<file path="src/rtl/mips_mem_bridge_pkg.sv">
// Shared definitions for the MIPS memory bridge:
// bus size codes and arbiter state encodings.
package mips_mem_bridge_pkg;

  localparam logic [1:0] SZ_BYTE = 2'd0;
  localparam logic [1:0] SZ_HALF = 2'd1;
  localparam logic [1:0] SZ_WORD = 2'd2;

  typedef enum logic [2:0] {
    IDLE   = 3'd0,
    I_ADDR = 3'd1,
    I_WAIT = 3'd2,
    D_ADDR = 3'd3,
    D_WAIT = 3'd4
  } state_e;

  typedef struct packed {
    logic       wr;
    logic [1:0] size;
  } bus_ctl_t;

endpackage

</file>
<file path="src/rtl/mips_mem_bridge_if.sv">
// SRAM-like bus with req/addr_ok/data_ok handshake.
// master = bridge side, slave = memory side.
interface mips_mem_bridge_if #(
  parameter int ADDR_W = 32,
  parameter int DATA_W = 32
);
  logic              req;
  logic              wr;
  logic [1:0]        size;
  logic [ADDR_W-1:0] addr;
  logic [DATA_W-1:0] wdata;
  logic              addr_ok;
  logic              data_ok;
  logic [DATA_W-1:0] rdata;

  modport master (
    output req, wr, size, addr, wdata,
    input  addr_ok, data_ok, rdata
  );

  modport slave (
    input  req, wr, size, addr, wdata,
    output addr_ok, data_ok, rdata
  );
endinterface

</file>
<file path="src/rtl/mips_mem_chan.sv">
// One core-side channel: done flag, result buffer,
// same-cycle forwarding and stall equation.
module mips_mem_chan #(
  parameter int DATA_W      = 32,
  parameter bit HAS_DISCARD = 1'b0
) (
  input  logic              clk,
  input  logic              rst,
  input  logic              en,
  input  logic              advance,
  input  logic              flush,
  input  logic              issued,
  input  logic              in_wait,
  input  logic              data_ok,
  input  logic              load,
  input  logic [DATA_W-1:0] rdata,
  output logic [DATA_W-1:0] result,
  output logic              done,
  output logic              stall
);

  logic              done_q, done_d;
  logic              discard_q, discard_d;
  logic [DATA_W-1:0] buf_q, buf_d;
  logic              hit;
  logic              kill;
  logic              accept;

  always_comb begin
    kill   = HAS_DISCARD & flush;
    hit    = in_wait & data_ok & ~discard_q;
    accept = hit & ~kill;

    // clear before set: a completion on a retire edge is kept
    done_d = done_q;
    if (advance | kill) done_d = 1'b0;
    if (accept)         done_d = 1'b1;

    discard_d = discard_q;
    if (kill & (issued | in_wait)) discard_d = 1'b1;
    if (in_wait & data_ok)         discard_d = 1'b0;

    buf_d = buf_q;
    if (accept & load) buf_d = rdata;

    result = hit ? rdata : buf_q;
    stall  = en & ~done_q & ~hit;
    done   = done_q;
  end

  always_ff @(posedge clk or negedge rst) begin
    if (!rst) begin
      done_q    <= 1'b0;
      discard_q <= 1'b0;
      buf_q     <= '0;
    end else begin
      done_q    <= done_d;
      discard_q <= discard_d;
      buf_q     <= buf_d;
    end
  end

endmodule

</file>
<file path="src/rtl/mips_mem_bridge.sv">
// Arbitrates MIPS fetch and memory channels onto
// one handshaked SRAM-like bus; raises stalls.
module mips_mem_bridge
  import mips_mem_bridge_pkg::*;
#(
  parameter int ADDR_W  = 32,
  parameter int DATA_W  = 32,
  parameter bit D_FIRST = 1'b1
) (
  input  logic              clk,
  input  logic              rst,
  input  logic              inst_en,
  input  logic [ADDR_W-1:0] pcF,
  output logic [DATA_W-1:0] instrF,
  input  logic              mem_en,
  input  logic              mem_wr,
  input  logic [1:0]        mem_size,
  input  logic [ADDR_W-1:0] aluoutM,
  input  logic [DATA_W-1:0] writedataM,
  output logic [DATA_W-1:0] readdataM,
  input  logic              advance,
  input  logic              flushF,
  output logic              stall_if,
  output logic              stall_mem,
  mips_mem_bridge_if.master bus
);

  state_e            state_q, state_d;
  logic              req_q, req_d;
  bus_ctl_t          ctl_q, ctl_d;
  logic [ADDR_W-1:0] addr_q, addr_d;
  logic [DATA_W-1:0] wdata_q, wdata_d;
  logic              i_done, d_done;
  logic              i_elig, d_elig;
  logic              i_issued;
  logic              i_wait, d_wait;

  assign i_elig   = inst_en & ~i_done;
  assign d_elig   = mem_en & ~d_done;
  assign i_wait   = (state_q == I_WAIT);
  assign d_wait   = (state_q == D_WAIT);
  assign i_issued = (state_q == I_ADDR) & bus.addr_ok;

  always_ff @(posedge clk or negedge rst) begin
    if (!rst) state_q <= IDLE;
    else      state_q <= state_d;
  end

  always_comb begin
    state_d = state_q;
    unique case (state_q)
      IDLE: begin
        if (d_elig && (D_FIRST || !i_elig))
          state_d = D_ADDR;
        else if (i_elig)
          state_d = I_ADDR;
      end
      I_ADDR: if (bus.addr_ok) state_d = I_WAIT;
      I_WAIT: if (bus.data_ok) state_d = IDLE;
      D_ADDR: if (bus.addr_ok) state_d = D_WAIT;
      D_WAIT: if (bus.data_ok) state_d = IDLE;
      default: state_d = IDLE;
    endcase
  end

  // bus fields are latched on IDLE exit and held
  // until the next issue
  always_comb begin
    req_d   = req_q;
    ctl_d   = ctl_q;
    addr_d  = addr_q;
    wdata_d = wdata_q;
    unique case (1'b1)
      (state_q == IDLE) && (state_d == I_ADDR): begin
        req_d      = 1'b1;
        ctl_d.wr   = 1'b0;
        ctl_d.size = SZ_WORD;
        addr_d     = pcF;
        wdata_d    = '0;
      end
      (state_q == IDLE) && (state_d == D_ADDR): begin
        req_d      = 1'b1;
        ctl_d.wr   = mem_wr;
        ctl_d.size = mem_size;
        addr_d     = aluoutM;
        wdata_d    = writedataM;
      end
      (state_q == I_ADDR) && bus.addr_ok,
      (state_q == D_ADDR) && bus.addr_ok: begin
        req_d = 1'b0;
      end
      default: ;
    endcase
  end

  always_ff @(posedge clk or negedge rst) begin
    if (!rst) begin
      req_q   <= 1'b0;
      ctl_q   <= '0;
      addr_q  <= '0;
      wdata_q <= '0;
    end else begin
      req_q   <= req_d;
      ctl_q   <= ctl_d;
      addr_q  <= addr_d;
      wdata_q <= wdata_d;
    end
  end

  assign bus.req   = req_q;
  assign bus.wr    = ctl_q.wr;
  assign bus.size  = ctl_q.size;
  assign bus.addr  = addr_q;
  assign bus.wdata = wdata_q;

  mips_mem_chan #(
    .DATA_W      (DATA_W),
    .HAS_DISCARD (1'b1)
  ) u_f_chan (
    .clk     (clk),
    .rst     (rst),
    .en      (inst_en),
    .advance (advance),
    .flush   (flushF),
    .issued  (i_issued),
    .in_wait (i_wait),
    .data_ok (bus.data_ok),
    .load    (1'b1),
    .rdata   (bus.rdata),
    .result  (instrF),
    .done    (i_done),
    .stall   (stall_if)
  );

  mips_mem_chan #(
    .DATA_W      (DATA_W),
    .HAS_DISCARD (1'b0)
  ) u_m_chan (
    .clk     (clk),
    .rst     (rst),
    .en      (mem_en),
    .advance (advance),
    .flush   (1'b0),
    .issued  (1'b0),
    .in_wait (d_wait),
    .data_ok (bus.data_ok),
    .load    (~ctl_q.wr),
    .rdata   (bus.rdata),
    .result  (readdataM),
    .done    (d_done),
    .stall   (stall_mem)
  );

endmodule

</file>
<file path="src/flat_wrapper.sv">
// flat-port wrapper written by rule: the top's interface ports become plain ports
module mips_mem_bridge_flat import mips_mem_bridge_pkg::*;
#(
  parameter int ADDR_W  = 32,
  parameter int DATA_W  = 32,
  parameter bit D_FIRST = 1'b1
)
  (clk, rst, inst_en, pcF, instrF, mem_en, mem_wr, mem_size, aluoutM, writedataM, readdataM, advance, flushF, stall_if, stall_mem, bus_req, bus_wr, bus_size, bus_addr, bus_wdata, bus_addr_ok, bus_data_ok, bus_rdata);
  mips_mem_bridge_if #(.ADDR_W(ADDR_W), .DATA_W(DATA_W)) bus_i ();
  input  logic clk;
  input  logic rst;
  input  logic inst_en;
  input  logic [ADDR_W-1:0] pcF;
  output logic [DATA_W-1:0] instrF;
  input  logic mem_en;
  input  logic mem_wr;
  input  logic [1:0] mem_size;
  input  logic [ADDR_W-1:0] aluoutM;
  input  logic [DATA_W-1:0] writedataM;
  output logic [DATA_W-1:0] readdataM;
  input  logic advance;
  input  logic flushF;
  output logic stall_if;
  output logic stall_mem;
  output wire logic [$bits(bus_i.req)-1:0] bus_req;
  output wire logic [$bits(bus_i.wr)-1:0] bus_wr;
  output wire logic [$bits(bus_i.size)-1:0] bus_size;
  output wire logic [$bits(bus_i.addr)-1:0] bus_addr;
  output wire logic [$bits(bus_i.wdata)-1:0] bus_wdata;
  input wire logic [$bits(bus_i.addr_ok)-1:0] bus_addr_ok;
  input wire logic [$bits(bus_i.data_ok)-1:0] bus_data_ok;
  input wire logic [$bits(bus_i.rdata)-1:0] bus_rdata;
  assign bus_req = bus_i.req;
  assign bus_wr = bus_i.wr;
  assign bus_size = bus_i.size;
  assign bus_addr = bus_i.addr;
  assign bus_wdata = bus_i.wdata;
  assign bus_i.addr_ok = bus_addr_ok;
  assign bus_i.data_ok = bus_data_ok;
  assign bus_i.rdata = bus_rdata;
  mips_mem_bridge #(.ADDR_W(ADDR_W), .DATA_W(DATA_W), .D_FIRST(D_FIRST)) u_core (.clk(clk), .rst(rst), .inst_en(inst_en), .pcF(pcF), .instrF(instrF), .mem_en(mem_en), .mem_wr(mem_wr), .mem_size(mem_size), .aluoutM(aluoutM), .writedataM(writedataM), .readdataM(readdataM), .advance(advance), .flushF(flushF), .stall_if(stall_if), .stall_mem(stall_mem), .bus(bus_i));
endmodule
</file>
<file path="config.mk">
export PLATFORM = sky130hd
export DESIGN_NAME = mips_mem_bridge_flat
export DESIGN_NICKNAME = d
export VERILOG_FILES = /design/src/rtl/mips_mem_bridge_pkg.sv /design/src/rtl/mips_mem_bridge_if.sv /design/src/rtl/mips_mem_chan.sv /design/src/rtl/mips_mem_bridge.sv /design/src/flat_wrapper.sv
export SDC_FILE = /design/constraint.sdc
export NUM_CORES = 1
export LEC_CHECK = 0
export BUFFER_PORTS_ARGS = -buffer_cell sky130_fd_sc_hd__buf_4
export CAP_MARGIN = 20
export CORE_ASPECT_RATIO = 1.1
export CORE_MARGIN = 5
export CORE_UTILIZATION = 49
export DETAILED_ROUTE_END_ITERATION = 10
export PLACE_DENSITY_LB_ADDON = 0.12
export SYNTH_ARGS = -nofsm -noshare
export SYNTH_HDL_FRONTEND = slang
export SYNTH_HIERARCHICAL = 1
export SYNTH_SLANG_ARGS = --single-unit
</file>
<file path="constraint.sdc">
create_clock -name clk -period 3 [get_ports clk]
set_clock_uncertainty 0.2 [all_clocks]
set_input_delay 0.15 -clock clk [delete_from_list [all_inputs] [get_ports clk]]
set_output_delay 0.15 -clock clk [all_outputs]
set_load 0.005 [all_outputs]
</file>
==> reports/summary.md, run 1 <==
## Yosys
• 13.3 um^2 — Avg Synthesized Cell Area
• 6 — Ys Warns
• 6770 um^2 — post-synth design cell area
• 647 — total nets after synthesis
• 508 — synthesized instance count

## Layout
• 1048 — Final nets
• 79.7% — core occupancy in the finished layout
• 61.0% — Area growth syn-to-layout
• 3450 um^2 — sequential cell area in the final layout
• 833 — filler instances
• 0 — number of antenna cells inserted
• 2900 um^2 — multi-input combinational cell area
• 52.3% — layout cell share with drive strength beyond 1

## Clock network
• yes — clock tree from TritonCTS
• 17 — TritonCTS buffer count
• 0.06 ns — register clock-pin slew on the reported worst setup and hold paths
• 4 — maximum level of the CTS H-tree
• 0.41 ns — clock latency on the worst-skew pair
• sky130_fd_sc_hd__clkbuf_16 — root buffer selected by CTS
• 2 — clock buffer depth
• 138 — clk sink count

## Global routing
• 0 — overflow left after global routing
• 25.5% — global router's overall resource usage
• 0 — antenna violations before repair
• 32800 um — global-route wire length before repair
• 6464 — via count of the first global-routing pass
• 67 — largest net degree at the start of global routing

## Detailed routing
• 0 — number of routed nets with antenna violations
• 235 — Iteration-0 DRC Markers
• 20400 um — overall routed net length
• 0 — DRC violation count after routing
• 18.4 um — routed wirelength normalized by instance count
• 5.19 — vias per cell
• 4 — drt first pass iters
• 5756 — number of vias after detailed routing

## Timing
• 359 MHz — maximum clock rate
• 59.8% — headroom to the max-slew limit
• 0 — number of hold-slack violations in the final timing report
• 0 — number of slew-limit violations in the final report
• 2.79 ns — clock period minus worst slack
• 0 ns — post-route setup TNS
• 92.9% — post-route clock period utilization
• 0.603 ns — transition time at the pin with the least slew margin
• 0 — Setup-failing EPs final
• no — setup repair after global routing missed its margin

## Placed design
• 272 — total of buffers placed on input and output ports
• 12700 um — HPWL after detailed placement
• 0.775 — routability congestion estimate

## Critical path
• 2.88 ns — arrival time at the worst endpoint
• 0.56 ns — largest stage delay on the critical path
• buffers and inverters — Top delay family on crit path
• 3.10 ns — data required time of the critical path
• reg -> reg — Crit Path Category
• 44 — highest fanout seen on the critical path
• flop — category of the worst setup path launch point
• sky130_fd_sc_hd__dlygate4sd3_1 — Crit-path slowest cell
• flop — kind of end point of the critical path
• nor3_1 -> o21a_2 -> buf_4 -> o31ai_2 -> o22a_1 -> dlygate4sd3_1 — CP Cell Sequence
• 2 — Worst Path Buf+Inv

## Floorplanning
• 122 um — die width
• 133 um — die height
• 16300 um^2 — floorplan die area
• 49.5% — initial standard-cell utilization of the core
• 273 — io pins
• 13700 um^2 — core area
• 45 — Row Count

## Worst hold path
• in -> reg — type of the tightest min-delay check

## Run
• 0 — max cap viols

## Power and ir drop
• 544 uV — VDD IR max
• 5.24 nW — P_leak
• 961 nW/um^2 — P per Cell Area

## Outcome
• finished clean — run status

[flip-flops by register name, indices dropped and copies added (netlist names)]
register,count
u_core/u_f_chan/done,1
u_core/u_m_chan/done,1
u_core/u_f_chan/discard_q,1
u_core/bus.wdata,32
u_core/bus.size,2
u_core/u_m_chan/buf_q,32
u_core/bus.wr,1
u_core/bus.req,1
u_core/state_q,3
u_core/u_f_chan/buf_q,32
u_core/bus.addr,32
[cell usage in the layout (no fill, tap or decap), types with 3 or more instances in the layout]
master	count
sky130_fd_sc_hd__a22o_1	33
sky130_fd_sc_hd__buf_4	283
sky130_fd_sc_hd__bufinv_16	4
sky130_fd_sc_hd__clkbuf_16	17
sky130_fd_sc_hd__clkinvlp_4	8
sky130_fd_sc_hd__dfrtp_1	138
sky130_fd_sc_hd__dlygate4sd3_1	136
sky130_fd_sc_hd__inv_1	38
sky130_fd_sc_hd__mux2_2	126
sky130_fd_sc_hd__nor2_1	3
sky130_fd_sc_hd__nor2b_1	3
sky130_fd_sc_hd__o21a_1	33
sky130_fd_sc_hd__o21ai_0	4
sky130_fd_sc_hd__o22a_1	32
sky130_fd_sc_hd__o31ai_1	3
sky130_fd_sc_hd__o31ai_2	29
[area by class of cell]
| cell class | instances | share of cell area [%] |
|---|---|---|
| clock buffer | 18 | 3.94 |
| clock inverter | 14 | 1.81 |
| inverter | 38 | 1.31 |
| multi-input combinational | 292 | 26.6 |
| sequential | 138 | 31.7 |
| tap | 188 | 2.16 |
| timing repair buffer | 422 | 32.5 |
[metrics by stage]
step                cell area (um^2)  setup WS (ns)  total power [mW]  hold WS, ns  cells
CTS                            10900          0.269              10.4      0.00332   1110
global placement                8910          0.600              7.45      -0.0228    942
finish                         10900          0.214              10.5       0.0384   1110
detailed placement              8910          0.549              7.61      -0.0127    942
global route                   10900         0.0587              11.1       0.0427   1110
floorplan                       6770          0.798              5.67       -0.346    508
[per-layer routing]
layer / GRT usage (%) / share of wire [%]
met5: 0 / 0
met1: 27.9 / 37
met2: 45.1 / 53
met4: 11.7 / 3.4
met3: 7.60 / 6.9
[worst reg2reg max path, cell delays in order, from the launching register on]
cell,delay [ns]
sky130_fd_sc_hd__dfrtp_1,0.46
sky130_fd_sc_hd__nor3_1,0.36
sky130_fd_sc_hd__o21a_2,0.23
sky130_fd_sc_hd__buf_4,0.48
sky130_fd_sc_hd__o31ai_2,0.17
sky130_fd_sc_hd__o22a_1,0.21
sky130_fd_sc_hd__dlygate4sd3_1,0.56
[what timing repair did]
item | CTS | global route
setup buffers | 0 | 0
hold buffers | 136 | 0
setup endpoints to repair | 0 | 0
resized for setup | 0 | 0
endpoints found under the hold margin | 200 | 0
[path summary, 6_finish.rpt]
check	endpoint	from	slack [ns]	cells after the start
max in group asynchronous	u_core/bus.size[0]$_DFFE_PN0P_	rst	1.70	3
worst min-delay path	u_core/bus.addr[28]$_DFFE_PN0P_	aluoutM[28]	0.04	4
worst max register to register	u_core/bus.addr[27]$_DFFE_PN0P_	u_core/state_q[0]$_DFF_PN0_	0.21	6
worst max-delay path	u_core/bus.addr[27]$_DFFE_PN0P_	u_core/state_q[0]$_DFF_PN0_	0.21	6
worst min register to register	u_core/bus.req$_DFFE_PN0P_	u_core/bus.req$_DFFE_PN0P_	0.30	1
min in group asynchronous	u_core/bus.wdata[6]$_DFFE_PN0P_	rst	0.10	2
[where the power goes]
group	internal (mW)	switching [mW]	total, mW
logic	3.06	2.07	5.13
registers	2.68	0.465	3.15
clock network	1.39	0.809	2.20
(Power assumes the default switching activity.)
==> run 2: changes to the inputs <==
--- a/config.mk
+++ b/config.mk
@@ -9,7 +9,7 @@
 export CAP_MARGIN = 20
 export CORE_ASPECT_RATIO = 1.1
 export CORE_MARGIN = 5
-export CORE_UTILIZATION = 49
+export CORE_UTILIZATION = 44
 export DETAILED_ROUTE_END_ITERATION = 10
 export PLACE_DENSITY_LB_ADDON = 0.12
 export SYNTH_ARGS = -nofsm -noshare
==> constraint.sdc (replaced) <==
create_clock -name clk -period 2.25 [get_ports clk]
set_clock_uncertainty 0.2 [all_clocks]
set_input_delay 0.1125 -clock clk [delete_from_list [all_inputs] [get_ports clk]]
set_output_delay 0.1125 -clock clk [all_outputs]
set_load 0.005 [all_outputs]
==> reports/summary.md, run 2 (synthesis results as in run 1) <==
## Layout
• 62.8% — Area growth syn-to-layout, was 61.0%
• 1057 — Final nets, was 1048
• 11000 um^2 — post-layout instance area, was 10900 um^2
• 52.6% — layout cell share with drive strength beyond 1, was 52.3%
• 0 — number of antenna cells inserted, unchanged
• sky130_fd_sc_hd__buf_4 — most common cell after layout, fill and taps aside, unchanged
• sky130_fd_sc_hd__buf_4, sky130_fd_sc_hd__dlygate4sd3_1, sky130_fd_sc_hd__dfrtp_1 — most frequent cells in the layout, was sky130_fd_sc_hd__buf_4, sky130_fd_sc_hd__dfrtp_1, sky130_fd_sc_hd__dlygate4sd3_1
• 994 — filler instances, was 833

## Timing
• 99.8% — post-route clock period utilization
• 0 — number of hold-slack violations in the final timing report, unchanged
• 64.4% — headroom to the max-slew limit, was 59.8%
• 0 ns — post-route setup TNS, unchanged
• 0 — Setup-failing EPs final, unchanged
• 0.00482 ns — slack of the critical path, was 0.214 ns
• 0.0377 ns — Min Hold Slack, was 0.0384 ns
• 445 MHz — maximum clock rate
• yes — setup repair after global routing missed its margin, was no
• 0.534 ns — transition time at the pin with the least slew margin, was 0.603 ns
• 0 — number of slew-limit violations in the final report, unchanged
• 2.25 ns — clock period minus worst slack

## Detailed routing
• 242 — Iteration-0 DRC Markers, was 235
• 4 — drt first pass iters, unchanged
• 5.17 — vias per cell, was 5.19
• 0 — number of routed nets with antenna violations, unchanged
• 18.3 um — routed wirelength normalized by instance count, was 18.4 um
• 20700 um — overall routed net length, was 20400 um
• 5825 — number of vias after detailed routing, was 5756
• 0 — DRC violation count after routing, unchanged

## Critical path
• 1.93 ns — arrival time at the worst endpoint, was 2.88 ns
• buf_6 -> nor3b_4 -> nand2_4 -> buf_12 -> mux2_2 -> buf_4 — CP Cell Sequence, was nor3_1 -> o21a_2 -> buf_4 -> o31ai_2 -> o22a_1 -> dlygate4sd3_1
• 17 — highest fanout seen on the critical path, was 44
• 0.39 ns — largest stage delay on the critical path, was 0.56 ns
• readdataM[4] — crit path to, was u_core/bus.addr[27]$_DFFE_PN0P_
• output port — kind of end point of the critical path, was flop
• 0.08 ns — reg2reg setup slack, was 0.21 ns
• u_core/state_q[0]$_DFF_PN0_ — worst r2r src, unchanged
• 7 — number of cells on the worst reg-to-reg path, was 6
• sky130_fd_sc_hd__dfrtp_1 — Crit-path slowest cell, was sky130_fd_sc_hd__dlygate4sd3_1
• flop — category of the worst setup path launch point, unchanged
• u_core/u_f_chan/buf_q[26]$_DFFE_PN0P_ — endpoint of the worst-slack reg-to-reg timing path, was u_core/bus.addr[27]$_DFFE_PN0P_
• 1.94 ns — data required time of the critical path, was 3.10 ns
• reg -> out — Crit Path Category, was reg -> reg
• u_core/state_q[1]$_DFF_PN0_ — first element of the critical path, was u_core/state_q[0]$_DFF_PN0_

## Placed design
• 0.829 — routability congestion estimate, was 0.775
• 9000 um^2 — post-place instance area, was 8910 um^2
• 0.0566 ns — Post-Place Setup Slack, was 0.549 ns
• 12900 um — HPWL after detailed placement, was 12700 um
• 272 — total of buffers placed on input and output ports, unchanged

## Floorplanning
• 45.0% — initial standard-cell utilization of the core, was 49.5%
• 18000 um^2 — floorplan die area, was 16300 um^2
• 128 um — die width, was 122 um
• 15100 um^2 — core area, was 13700 um^2
• 140 um — die height, was 133 um
• 47 — Row Count, was 45
• 273 — io pins, unchanged

## Power and ir drop
• 1190 nW/um^2 — P per Cell Area, was 961 nW/um^2
• 5.34 nW — P_leak, was 5.24 nW
• 715 uV — VDD IR max, was 544 uV
• 13.1 mW — overall power of the completed layout, was 10.5 mW

## Clock network
• yes — clock tree from TritonCTS, unchanged
• 0.06 ns — register clock-pin slew on the reported worst setup and hold paths, about the same
• 17 — TritonCTS buffer count, unchanged
• 2 — clock buffer depth, unchanged
• 138 — clk sink count, unchanged
• 4 — maximum level of the CTS H-tree, unchanged
• sky130_fd_sc_hd__clkbuf_16 — root buffer selected by CTS, unchanged
• 0.41 ns — clock latency on the worst-skew pair, about the same

## Global routing
• 32600 um — global-route wire length before repair, was 32800 um
• 0 — antenna violations before repair, unchanged
• 68 — largest net degree at the start of global routing, was 67
• 0 — overflow left after global routing, unchanged
• 22.7% — global router's overall resource usage, was 25.5%
• 6375 — via count of the first global-routing pass, was 6464

## Run
• 0 — max cap viols, unchanged

## Outcome
• finished clean — run status, unchanged

## Worst hold path
• in -> async — type of the tightest min-delay check, was in -> reg

[run 2: cell types whose count changed in the layout (fill, tap and decap cells not counted), sizes merged, moves of 4 or more]
cell	delta
clkinvlp	-6
buf	+7
clkbuf	+6
clkinv	+6
bufinv	-4
[run 2: report_power, final]
part           total [mW]  internal, mW  switching, mW  leakage, nW
clock                2.43          1.42           1.01        0.250
sequential           4.20          3.58          0.620         1.72
combinational        6.43          3.73           2.70         3.37
[run 2: per-layer routing]
metal	GRT usage, %	vias to the layer above	routed length, um
met5	0	-	0
met4	10.3	0	746
met3	5.86	52	1440
met2	39.6	235	10600
met1	25.9	2852	7860
li1	-	2686	-
[run 2: repair_timing]
action	in CTS	in global routing
setup endpoints to repair	65	63
cloned	1	1
setup buffers	4	1
gates resized for setup	12	1
hold buffers	137	0
pin swaps	3	1
endpoints found under the hold margin	275	0
[run 2: worst min-delay path by stage]
stage / startpoint / endpoint / slack [ns] / depth (start not counted)
floorplan: rst / u_core/bus.addr[0]$_DFFE_PN0P_ / -0.38 / 0
global placement: rst / u_core/bus.wdata[19]$_DFFE_PN0P_ / -0.09 / 1
detailed placement: rst / u_core/bus.wdata[19]$_DFFE_PN0P_ / -0.08 / 1
CTS: rst / u_core/bus.wdata[21]$_DFFE_PN0P_ / 0.06 / 2
global route: bus_data_ok / u_core/u_m_chan/done$_DFFE_PN0P_ / 0.07 / 4
finish: rst / u_core/bus.wdata[21]$_DFFE_PN0P_ / 0.04 / 2
[run 2: critical path, delay by kind of cell, from the launching register on]
kind | cells | cell delay [ns]
buffers and inverters | 3 | 0.46
flip-flops | 1 | 0.39
AND/OR/NAND/NOR | 2 | 0.37
multiplexers | 1 | 0.30
[run 2: final cells by class]
type                       count  area [um^2]  share of cell area, %
clock buffer                  23          458                   4.15
clock inverter                 9         50.0                  0.454
inverter                      38          143                   1.29
multi-input combinational    292         2930                   26.6
sequential                   138         3450                   31.3
tap                          196          245                   2.22
timing repair buffer         431         3740                   33.9
[run 2: per-stage QoR]
| step | util [%] | instances |
|---|---|---|
| final | 73.2 | 1127 |
| after global routing | 73.2 | 1127 |
| after CTS | 73.0 | 1125 |
| after detailed placement | 59.8 | 951 |
| after global placement | 59.8 | 951 |
| after floorplan | - | 508 |
==> run 3: changes to the inputs <==
--- a/config.mk
+++ b/config.mk
@@ -11,7 +11,7 @@
 export CORE_MARGIN = 5
 export CORE_UTILIZATION = 44
 export DETAILED_ROUTE_END_ITERATION = 10
-export PLACE_DENSITY_LB_ADDON = 0.12
+export PLACE_DENSITY = 0.77
 export SYNTH_ARGS = -nofsm -noshare
 export SYNTH_HDL_FRONTEND = slang
 export SYNTH_HIERARCHICAL = 1
==> constraint.sdc (replaced) <==
create_clock -name clk -period 2.25 [get_ports clk]
set_clock_uncertainty 0.2 [all_clocks]
set_input_delay 0.1125 -clock clk [delete_from_list [all_inputs] [get_ports clk]]
set_output_delay 0.1125 -clock clk [all_outputs]
set_load 0.1 [all_outputs]
==> reports/summary.md, run 3 (synthesis results as in run 1) <==
## Placed design
• 13100 um — HPWL after detailed placement, was 12900 um
• 0.0307 ns — Post-Place Setup Slack, was 0.0566 ns
• 0.796 — routability congestion estimate, was 0.829
• 953 — cell count after placement, was 951
• 272 — total of buffers placed on input and output ports, unchanged

## Clock network
• 0.40 ns — clock latency on the worst-skew pair, was 0.41 ns
• 0.06 ns — register clock-pin slew on the reported worst setup and hold paths, about the same
• 2 — clock buffer depth, unchanged
• 138 — clk sink count, unchanged
• 4 — maximum level of the CTS H-tree, unchanged
• sky130_fd_sc_hd__clkbuf_16 — root buffer selected by CTS, unchanged
• 17 — TritonCTS buffer count, unchanged
• yes — clock tree from TritonCTS, unchanged

## Detailed routing
• 0 — number of routed nets with antenna violations, unchanged
• 5.23 — vias per cell, was 5.17
• 303 — Iteration-0 DRC Markers, was 242
• 4 — drt first pass iters, unchanged
• 20.1 um — routed wirelength normalized by instance count, was 18.3 um
• 5934 — number of vias after detailed routing, was 5825
• 0 — DRC violation count after routing, unchanged
• 22800 um — overall routed net length, was 20700 um

## Timing
• 0 — number of slew-limit violations in the final report, unchanged
• 102% — post-route clock period utilization, was 99.8%
• yes — setup repair after global routing missed its margin, unchanged
• 64 — Setup-failing EPs final, was 0
• 2.30 ns — clock period minus worst slack, was 2.25 ns
• 434 MHz — maximum clock rate, was 445 MHz
• -0.0515 ns — slack of the critical path, was 0.00482 ns
• 0 — number of hold-slack violations in the final timing report, unchanged

## Critical path
• 17 — highest fanout seen on the critical path, unchanged
• 1.94 ns — data required time of the critical path, about the same
• u_core/state_q[0]$_DFF_PN0_ — worst r2r src, unchanged
• 0.11 ns — reg2reg setup slack, was 0.08 ns
• output port — kind of end point of the critical path, unchanged
• 1.99 ns — arrival time at the worst endpoint, was 1.93 ns
• u_core/bus.addr[21]$_DFFE_PN0P_ — endpoint of the worst-slack reg-to-reg timing path, was u_core/u_f_chan/buf_q[26]$_DFFE_PN0P_
• 6 — number of cells on the worst reg-to-reg path, was 7
• flop — category of the worst setup path launch point, unchanged
• reg -> out — Crit Path Category, unchanged

## Worst hold path
• in -> async — type of the tightest min-delay check, unchanged

## Layout
• sky130_fd_sc_hd__buf_4 — most common cell after layout, fill and taps aside, unchanged
• sky130_fd_sc_hd__buf_4, sky130_fd_sc_hd__dlygate4sd3_1, sky130_fd_sc_hd__dfrtp_1 — most frequent cells in the layout, unchanged
• 1060 — Final nets, was 1057
• 53.0% — layout cell share with drive strength beyond 1, was 52.6%
• 70.7% — Area growth syn-to-layout, was 62.8%
• 1134 — non-filler cells, final, was 1127

## Global routing
• 24.5% — global router's overall resource usage, was 22.7%
• 0 — overflow left after global routing, unchanged
• 3 — antenna violations before repair, was 0
• 35000 um — global-route wire length before repair, was 32600 um
• 66 — largest net degree at the start of global routing, was 68
• 6609 — via count of the first global-routing pass, was 6375

## Floorplanning
• 273 — io pins, unchanged
• 128 um — die width, unchanged
• 47 — Row Count, unchanged
• 15100 um^2 — core area, unchanged
• 45.0% — initial standard-cell utilization of the core, unchanged
• 18000 um^2 — floorplan die area, unchanged
• 140 um — die height, unchanged

## Outcome
• negative setup slack — violated checks
• finished, violations left — run status, was finished clean

## Run
• 0 — max cap viols, unchanged

run 3: what timing repair did:
item,in CTS,in global routing
buffers inserted,4,0
gates cloned,1,2
resized for setup,76,22
pin swaps,1,1
setup endpoints to repair,66,66
endpoints found under the hold margin,275,0
hold buffers,138,0
run 3: worst max-delay path: stages, from the launching register on:
cell and delay (ns):
sky130_fd_sc_hd__dfrtp_1 0.38, sky130_fd_sc_hd__buf_4 0.17, sky130_fd_sc_hd__nor3b_4 0.24, sky130_fd_sc_hd__nand2_4 0.11, sky130_fd_sc_hd__buf_12 0.18, sky130_fd_sc_hd__mux2_2 0.32, sky130_fd_sc_hd__buf_12 0.17
run 3: final cells by class:
cell class,instances,area [um^2]
Clock inverter,10,188
Tap cell,196,245
Fill cell,838,3500
Timing Repair Buffer,434,4130
Clock buffer,22,464
Antenna cell,4,10.0
Sequential cell,138,3450
Inverter,38,143
Multi-Input combinational cell,292,2930
run 3: how the worst max path moves through the flow:
| stage | startpoint | endpoint | slack [ns] | depth (start not counted) |
|---|---|---|---|---|
| 6_report | u_core/state_q[1]$_DFF_PN0_ | readdataM[10] | -0.05 | 6 |
| 3_3_place_gp | u_core/state_q[0]$_DFF_PN0_ | u_core/u_f_chan/buf_q[8]$_DFFE_PN0P_ | 0.12 | 6 |
| 5_1_grt | u_core/state_q[1]$_DFF_PN0_ | instrF[2] | -0.13 | 7 |
| 3_5_place_dp | u_core/state_q[0]$_DFF_PN0_ | u_core/u_f_chan/buf_q[8]$_DFFE_PN0P_ | 0.03 | 6 |
| 4_1_cts | u_core/state_q[2]$_DFF_PN0_ | readdataM[10] | -0.1 | 6 |
| 2_1_floorplan | u_core/state_q[1]$_DFF_PN0_ | u_core/u_f_chan/buf_q[0]$_DFFE_PN0P_ | 0.05 | 6 |
run 3: through the flow:
step | cell area (um^2) | hold WS (ns) | utilization (%) | TNS, ns
2_1_floorplan | 6770 | -0.383 | - | 0
3_3_place_gp | 9030 | -0.197 | 60.0 | 0
3_5_place_dp | 9030 | -0.195 | 60.0 | 0
4_1_cts | 11400 | 0.0256 | 75.8 | -4.46
5_1_grt | 11600 | 0.0467 | 76.7 | -7.04
6_report | 11600 | 0.0405 | 76.8 | -2.00
run 3: metal layers:
| layer | GRT usage [%] | routed length, um |
|---|---|---|
| met1 | 26.7 | 8400 |
| met2 | 44.1 | 12200 |
| met3 | 6.63 | 1400 |
| met4 | 10.9 | 777 |
| met5 | 0 | 0 |
Power of run 3 is not shown: default switching activity piles up to over one toggle a cycle in this logic, so the estimate is an artifact.
